**config.mk**
```make
export PLATFORM = sky130hd
export DESIGN_NAME = cond_logic
export DESIGN_NICKNAME = d
export VERILOG_FILES = /design/src/rtl/cpu_pkg.sv /design/src/rtl/cond_check.sv /design/src/rtl/cond_logic.sv
export SDC_FILE = /design/constraint.sdc
export NUM_CORES = 1
export LEC_CHECK = 0
export ABC_CLOCK_PERIOD_IN_PS = 2400
export BUFFER_PORTS_ARGS = -buffer_cell sky130_fd_sc_hd__buf_2
export CORE_AREA = 2 2 39 41
export CTS_CLUSTER_DIAMETER = 200
export DETAILED_ROUTE_END_ITERATION = 10
export DIE_AREA = 0 0 41 43
export GPL_TIMING_DRIVEN = 0
export MAX_ROUTING_LAYER = met4
export PLACE_DENSITY = 0.68
export SLEW_MARGIN = 20
export SYNTH_ARGS = -nofsm -noshare
export SYNTH_HDL_FRONTEND = slang
export SYNTH_SLANG_ARGS = --single-unit
```
**constraint.sdc**
```tcl
create_clock -name clk -period 2.4 [get_ports clk]
set_input_delay 0.48 -clock clk [delete_from_list [all_inputs] [get_ports clk]]
set_output_delay 0.48 -clock clk [all_outputs]
set_load 0.05 [all_outputs]
```
**src/rtl/cpu_pkg.sv**
```systemverilog
// -----------------------------------------------------------------------------
// cpu_pkg
//   Shared types and constants for the conditional-execution stage.
//   - cond_e  : the sixteen encodings of the instr[31:28] condition field
//   - nzcv_t  : the 4-bit architectural flag word, bit order {N,Z,C,V}
//   - FLAG_*  : bit positions of each flag inside nzcv_t
//   - flags_signed_ge : N==V, the "signed greater-or-equal" term that
//     GE/LT/GT/LE all build on
// -----------------------------------------------------------------------------
package cpu_pkg;

  typedef enum logic [3:0] {
    EQ = 4'b0000,  // Z set
    NE = 4'b0001,  // Z clear
    CS = 4'b0010,  // C set
    CC = 4'b0011,  // C clear
    MI = 4'b0100,  // N set
    PL = 4'b0101,  // N clear
    VS = 4'b0110,  // V set
    VC = 4'b0111,  // V clear
    HI = 4'b1000,  // unsigned higher
    LS = 4'b1001,  // unsigned lower or same
    GE = 4'b1010,  // signed greater or equal
    LT = 4'b1011,  // signed less than
    GT = 4'b1100,  // signed greater than
    LE = 4'b1101,  // signed less or equal
    AL = 4'b1110,  // always
    NV = 4'b1111   // never (reserved encoding, treated as never-execute)
  } cond_e;

  typedef logic [3:0] nzcv_t;

  localparam int unsigned FLAG_N = 3;
  localparam int unsigned FLAG_Z = 2;
  localparam int unsigned FLAG_C = 1;
  localparam int unsigned FLAG_V = 0;

  // Signed comparison result after a SUBS/CMP: a>=b exactly when the sign
  // bit agrees with the overflow bit.
  function automatic logic flags_signed_ge(input nzcv_t f);
    return (f[FLAG_N] == f[FLAG_V]);
  endfunction

endpackage : cpu_pkg

```
**src/rtl/cond_check.sv**
```systemverilog
// -----------------------------------------------------------------------------
// cond_check
//   Purely combinational condition evaluator. Decides whether an instruction
//   with condition field `cond` executes given the flag word `nzcv`.
//   Kept stateless so a pipelined stage can instantiate it against whichever
//   flag copy it needs (architectural, forwarded, ...).
//
// Ports
//   cond     in  4  instr[31:28] condition field
//   nzcv     in  4  flag word {N,Z,C,V} to evaluate against
//   cond_ex  out 1  1 = instruction executes
// -----------------------------------------------------------------------------
module cond_check
  import cpu_pkg::*;
(
  input  logic [3:0] cond,
  input  logic [3:0] nzcv,
  output logic       cond_ex
);

  logic n_flag;
  logic z_flag;
  logic c_flag;
  logic v_flag;
  logic sge;

  assign n_flag = nzcv[FLAG_N];
  assign z_flag = nzcv[FLAG_Z];
  assign c_flag = nzcv[FLAG_C];
  assign v_flag = nzcv[FLAG_V];
  assign sge    = flags_signed_ge(nzcv);

  always_comb begin
    // NOTE: a default assignment at the top of every always_comb guarantees
    // every path drives the output, so no latch can be inferred even if a
    // case arm is later removed.
    cond_ex = 1'b0;
    unique case (cond_e'(cond))
      EQ: cond_ex =  z_flag;
      NE: cond_ex = ~z_flag;
      CS: cond_ex =  c_flag;
      CC: cond_ex = ~c_flag;
      MI: cond_ex =  n_flag;
      PL: cond_ex = ~n_flag;
      VS: cond_ex =  v_flag;
      VC: cond_ex = ~v_flag;
      HI: cond_ex =  c_flag & ~z_flag;
      LS: cond_ex = ~c_flag |  z_flag;
      GE: cond_ex =  sge;
      LT: cond_ex = ~sge;
      GT: cond_ex = ~z_flag & sge;
      LE: cond_ex =  z_flag | ~sge;
      AL: cond_ex = 1'b1;
      NV: cond_ex = 1'b0;  // reserved encoding never executes
      default: cond_ex = 1'b0;
    endcase
  end

endmodule : cond_check

```
**src/rtl/cond_logic.sv**
```systemverilog
// -----------------------------------------------------------------------------
// cond_logic
//   Conditional-execution stage between the instruction decoder and DataPath.
//   Holds the architectural NZCV register, evaluates the instruction's
//   condition against it and gates the decoder's raw strobes. The carry flag
//   is exported registered for shifter and ADC/SBC use.
//
// Parameters
//   RESET_FLAGS  NZCV value loaded on reset, bit order {N,Z,C,V}
//
// Ports
//   clk          in   1  system clock, all state updates on posedge
//   reset        in   1  synchronous active-high reset
//   cond         in   4  instr[31:28] condition field
//   alu_flags    in   4  {N,Z,C,V} produced by this cycle's ALU result
//   flag_write   in   2  [1] update N,Z   [0] update C,V
//   pc_s         in   1  raw branch / PC-write request
//   reg_w        in   1  raw register-file write request
//   mem_w        in   1  raw data-memory write request
//   no_write     in   1  compare-class op, never writes the register file
//   pc_src       out  1  gated pc_s
//   reg_write    out  1  gated reg_w
//   mem_write    out  1  gated mem_w
//   carry        out  1  registered C flag
//   flags        out  4  registered NZCV
// -----------------------------------------------------------------------------
module cond_logic
  import cpu_pkg::*;
#(
  parameter logic [3:0] RESET_FLAGS = 4'b0000
) (
  input  logic       clk,
  input  logic       reset,
  input  logic [3:0] cond,
  input  logic [3:0] alu_flags,
  input  logic [1:0] flag_write,
  input  logic       pc_s,
  input  logic       reg_w,
  input  logic       mem_w,
  input  logic       no_write,
  output logic       pc_src,
  output logic       reg_write,
  output logic       mem_write,
  output logic       carry,
  output logic [3:0] flags
);

  nzcv_t flags_q;
  nzcv_t flags_d;
  logic  cond_ex;
  logic  upd_nz;
  logic  upd_cv;

  // The condition is always judged on the committed flags, never on this
  // cycle's ALU output: an instruction cannot predicate on its own result.
  cond_check u_cond_check (
    .cond    (cond),
    .nzcv    (flags_q),
    .cond_ex (cond_ex)
  );

  // A failing instruction is squashed entirely, including its flag update.
  assign upd_nz = cond_ex & flag_write[1];
  assign upd_cv = cond_ex & flag_write[0];

  always_comb begin
    flags_d = flags_q;
    if (upd_nz) begin
      flags_d[FLAG_N] = alu_flags[FLAG_N];
      flags_d[FLAG_Z] = alu_flags[FLAG_Z];
    end
    if (upd_cv) begin
      flags_d[FLAG_C] = alu_flags[FLAG_C];
      flags_d[FLAG_V] = alu_flags[FLAG_V];
    end
  end

  // NOTE: state registers use non-blocking assignment so every flop samples
  // pre-edge values regardless of block ordering in simulation.
  always_ff @(posedge clk) begin
    if (reset) begin
      flags_q <= RESET_FLAGS;  // reset overrides any same-edge flag write
    end else begin
      flags_q <= flags_d;
    end
  end

  assign pc_src    = pc_s  & cond_ex;
  assign mem_write = mem_w & cond_ex;
  assign reg_write = reg_w & cond_ex & ~no_write;

  assign carry = flags_q[FLAG_C];
  assign flags = flags_q;

endmodule : cond_logic
```
==> results.json <==
{
  "p_comb_frac": 0.488,
  "total_power_mw": 0.3124,
  "finalNonFillerCells": 96,
  "numCtsBuffers": 3,
  "peakVddDrop_uv": 262.7,
  "yosysWarnings": 0,
  "syn_to_final_growth_pct": 57.33,
  "fp.dieW_um": 41,
  "layout-drive-gt1-share": 0.6375,
  "fin_ws_ns": -0.06622,
  "min_period_ns": 2.466,
  "p_sw_frac": 0.3678,
  "power.density_mw_per_mm2": 423.2,
  "syn_nets": 67,
  "grt_pass1_wl_mm": 1.731,
  "root_buffer": "clkbuf_4",
  "std_cell_rows": 14,
  "hold_violations": 0,
  "slew_violations": 0,
  "arrival_ns": 1.99,
  "startpoint_type": "primary input",
  "grt_usage": 0.1452,
  "gp_congestion": 0.6745,
  "ctsHtreeMaxLevel": 1,
  "register_area_um2": 90.09,
  "rsz0062_at_grt": "true",
  "fin_worst_skew_ns": 0.0006357,
  "place_area_um2": 628.1,
  "fill_cells": 130,
  "cap_viol_max_count": 0,
  "outcome": "complete, but fails checks",
  "multi_input_area_um2": 399.1,
  "max_freq_ghz": 0.4055,
  "grt.overflow.total": 0,
  "totalWireLength_mm": 1.046,
  "clock_path_buffers": 2,
  "yosysTopAreaCellShare": 0.1707,
  "antenna_found_initial": 0,
  "initial_core_util": 0.3391,
  "required_ns": 1.92,
  "ys_seq_area_frac": 0.1707,
  "ant_nets": 0,
  "intPower_mw": 0.1975,
  "critPathKind": "primary input to output port",
  "fin_area_um2": 738.2,
  "synth_area_per_cell_um2": 9.200,
  "core_mm2": 0.001384,
  "wl_per_cell_um": 10.90,
  "fin_util": 0.5335,
  "largest_reg_flops": 4,
  "drt_pass1_iterations": 4,
  "die_area_mm2": 0.001763,
  "netlist_top_cells_area": "dfxtp_1 (17%), nand2b_1 (12%), mux2i_1 (11%)",
  "tightestPinTransition_ns": 0.4407,
  "p_leak_nw": 0.3279,
  "setup_viol": 3,
  "clk_pin_slew_ns": 0.03,
  "num_vias": 478,
  "syn_inst": 51,
  "clock_latency_ns": 0.23,
  "worstPathMaxFanout": 8,
  "nets": 98,
  "diodes": 0,
  "violations": "setup timing",
  "drtIter0Drc": 5,
  "portBuffers": 21,
  "synth_area_um2": 469.2,
  "ys_ff_latch": 4,
  "end_kind": "output port",
  "clock_sink_count": 4,
  "drc": 0,
  "grt_start_max_net_pins": 11,
  "clkPwrFrac": 0.258,
  "hp-class": "primary input to flip-flop",
  "ys_types": 29,
  "synth_top_area_cell": "dfxtp_1",
  "switchingPower_mw": 0.1149,
  "io_pins": 24,
  "hold_buffers": 0,
  "place_inst": 88,
  "fp.dieH_um": 43,
  "vias_per_cell": 4.979,
  "slew_headroom": 0.7062,
  "grt_pass1_vias": 431,
  "cts_tree": "built",
  "p_seq_frac": 0.254,
  "finalCritPeriodShare": 1.028
}
## through the flow
| stage | TNS (ns) | worst slack (ns) | hold slack [ns] |
|---|---|---|---|
| final | -0.09643 | -0.06622 | 0.4984 |
| after global placement | -0.4301 | -0.1658 | 0.4854 |
| after global routing | -0.4064 | -0.1445 | 0.5136 |
| after CTS | -0.09443 | -0.03832 | 0.4879 |
| after detailed placement | -0.5148 | -0.1898 | 0.5035 |
| after floorplan | -0.02063 | -0.02063 | 0.6023 |
## per-layer routing
layer / wire length (um) / up-vias / GRT usage
met5: 0 / - / -
met4: 0 / 0 / 0.04000
met3: 70 / 0 / 0.03141
met2: 541 / 16 / 0.2125
met1: 434 / 213 / 0.1968
li1: - / 249 / -
## synth_stat cells (all sizes together)
library cell / count
a2111oi: 1
a21o: 1
a21oi: 2
a222oi: 1
a22oi: 1
and2: 2
and3b: 1
buf: 3
dfxtp: 4
inv: 2
mux2: 1
mux2i: 6
nand2: 1
nand2b: 9
nand3b: 1
nor2: 1
nor2b: 2
nor3b: 1
o2111ai: 1
o21ai: 2
o21ba: 1
o311ai: 2
or2b: 1
or3b: 1
or4: 1
or4b: 1
xor2: 1
## path summary, 6_finish.rpt
kind / from / to / slack (ns) / cells after the start
worst min register to register: flags[2] / flags[2] / 0.52 / 2
worst max-delay path: cond[1] / reg_write / -0.07 / 7
worst min-delay path: alu_flags[3] / flags[3] / 0.50 / 3
worst max register to register: flags[2] / flags[2] / 0.61 / 6
## critical path, stage by stage
cell	delay [ns]
buf_8	0.11
mux2_4	0.30
a2111oi_4	0.42
o21ai_1	0.14
a22oi_2	0.15
and3b_2	0.23
buf_8	0.14
## repair_timing
| action | 4_1_cts | 5_1_grt |
|---|---|---|
| pin swaps | 8 | 3 |
| buffers inserted | 5 | 0 |
| setup endpoints to repair | 3 | 3 |
| gates resized for setup | 12 | 1 |
## layout make-up
type                    count  area share
clock buffers               3     0.03051
repair buffers             26      0.2237
inverters                   2     0.01017
flip-flops and latches      4      0.1220
well taps                  16     0.02712
plain buffers               3     0.04576
multi-input cells          42      0.5407
## power groups by stage
stage	Clock (mW)	Sequential, mW	Combinational [mW]
detailed placement	0	0.0804	0.129
global placement	0	0.0801	0.127
finish	0.0806	0.0795	0.152
CTS	0.0855	0.0791	0.151
global route	0.0860	0.0806	0.164
floorplan	0	0.0949	0.0838
## logic make-up (layout without fill, tap and decap cells)
kind of cell | count (synthesis) | in the layout | synth area share
buffers and inverters | 5 | 34 | 0.05335
flip-flops | 4 | 4 | 0.1707
AO/OA/AOI/OAI | 12 | 12 | 0.2507
multiplexers | 7 | 7 | 0.1680
XOR/XNOR | 1 | 1 | 0.03468
AND/OR/NAND/NOR | 22 | 22 | 0.3227
## placed cells by master, fill, tap and decap left out, drive strengths merged
cell      n
a2111oi   1
a21o      1
a21oi     2
a222oi    1
a22oi     1
and2      2
and3b     1
buf      29
clkbuf    3
dfxtp     4
inv       2
mux2      1
mux2i     6
nand2     1
nand2b    9
nand3b    1
nor2      1
nor2b     2
nor3b     1
o2111ai   1
o21ai     2
o21ba     1
o311ai    2
or2b      1
or3b      1
or4       1
or4b      1
xor2      1
No activity file was read; power rests on OpenSTA's default activity.
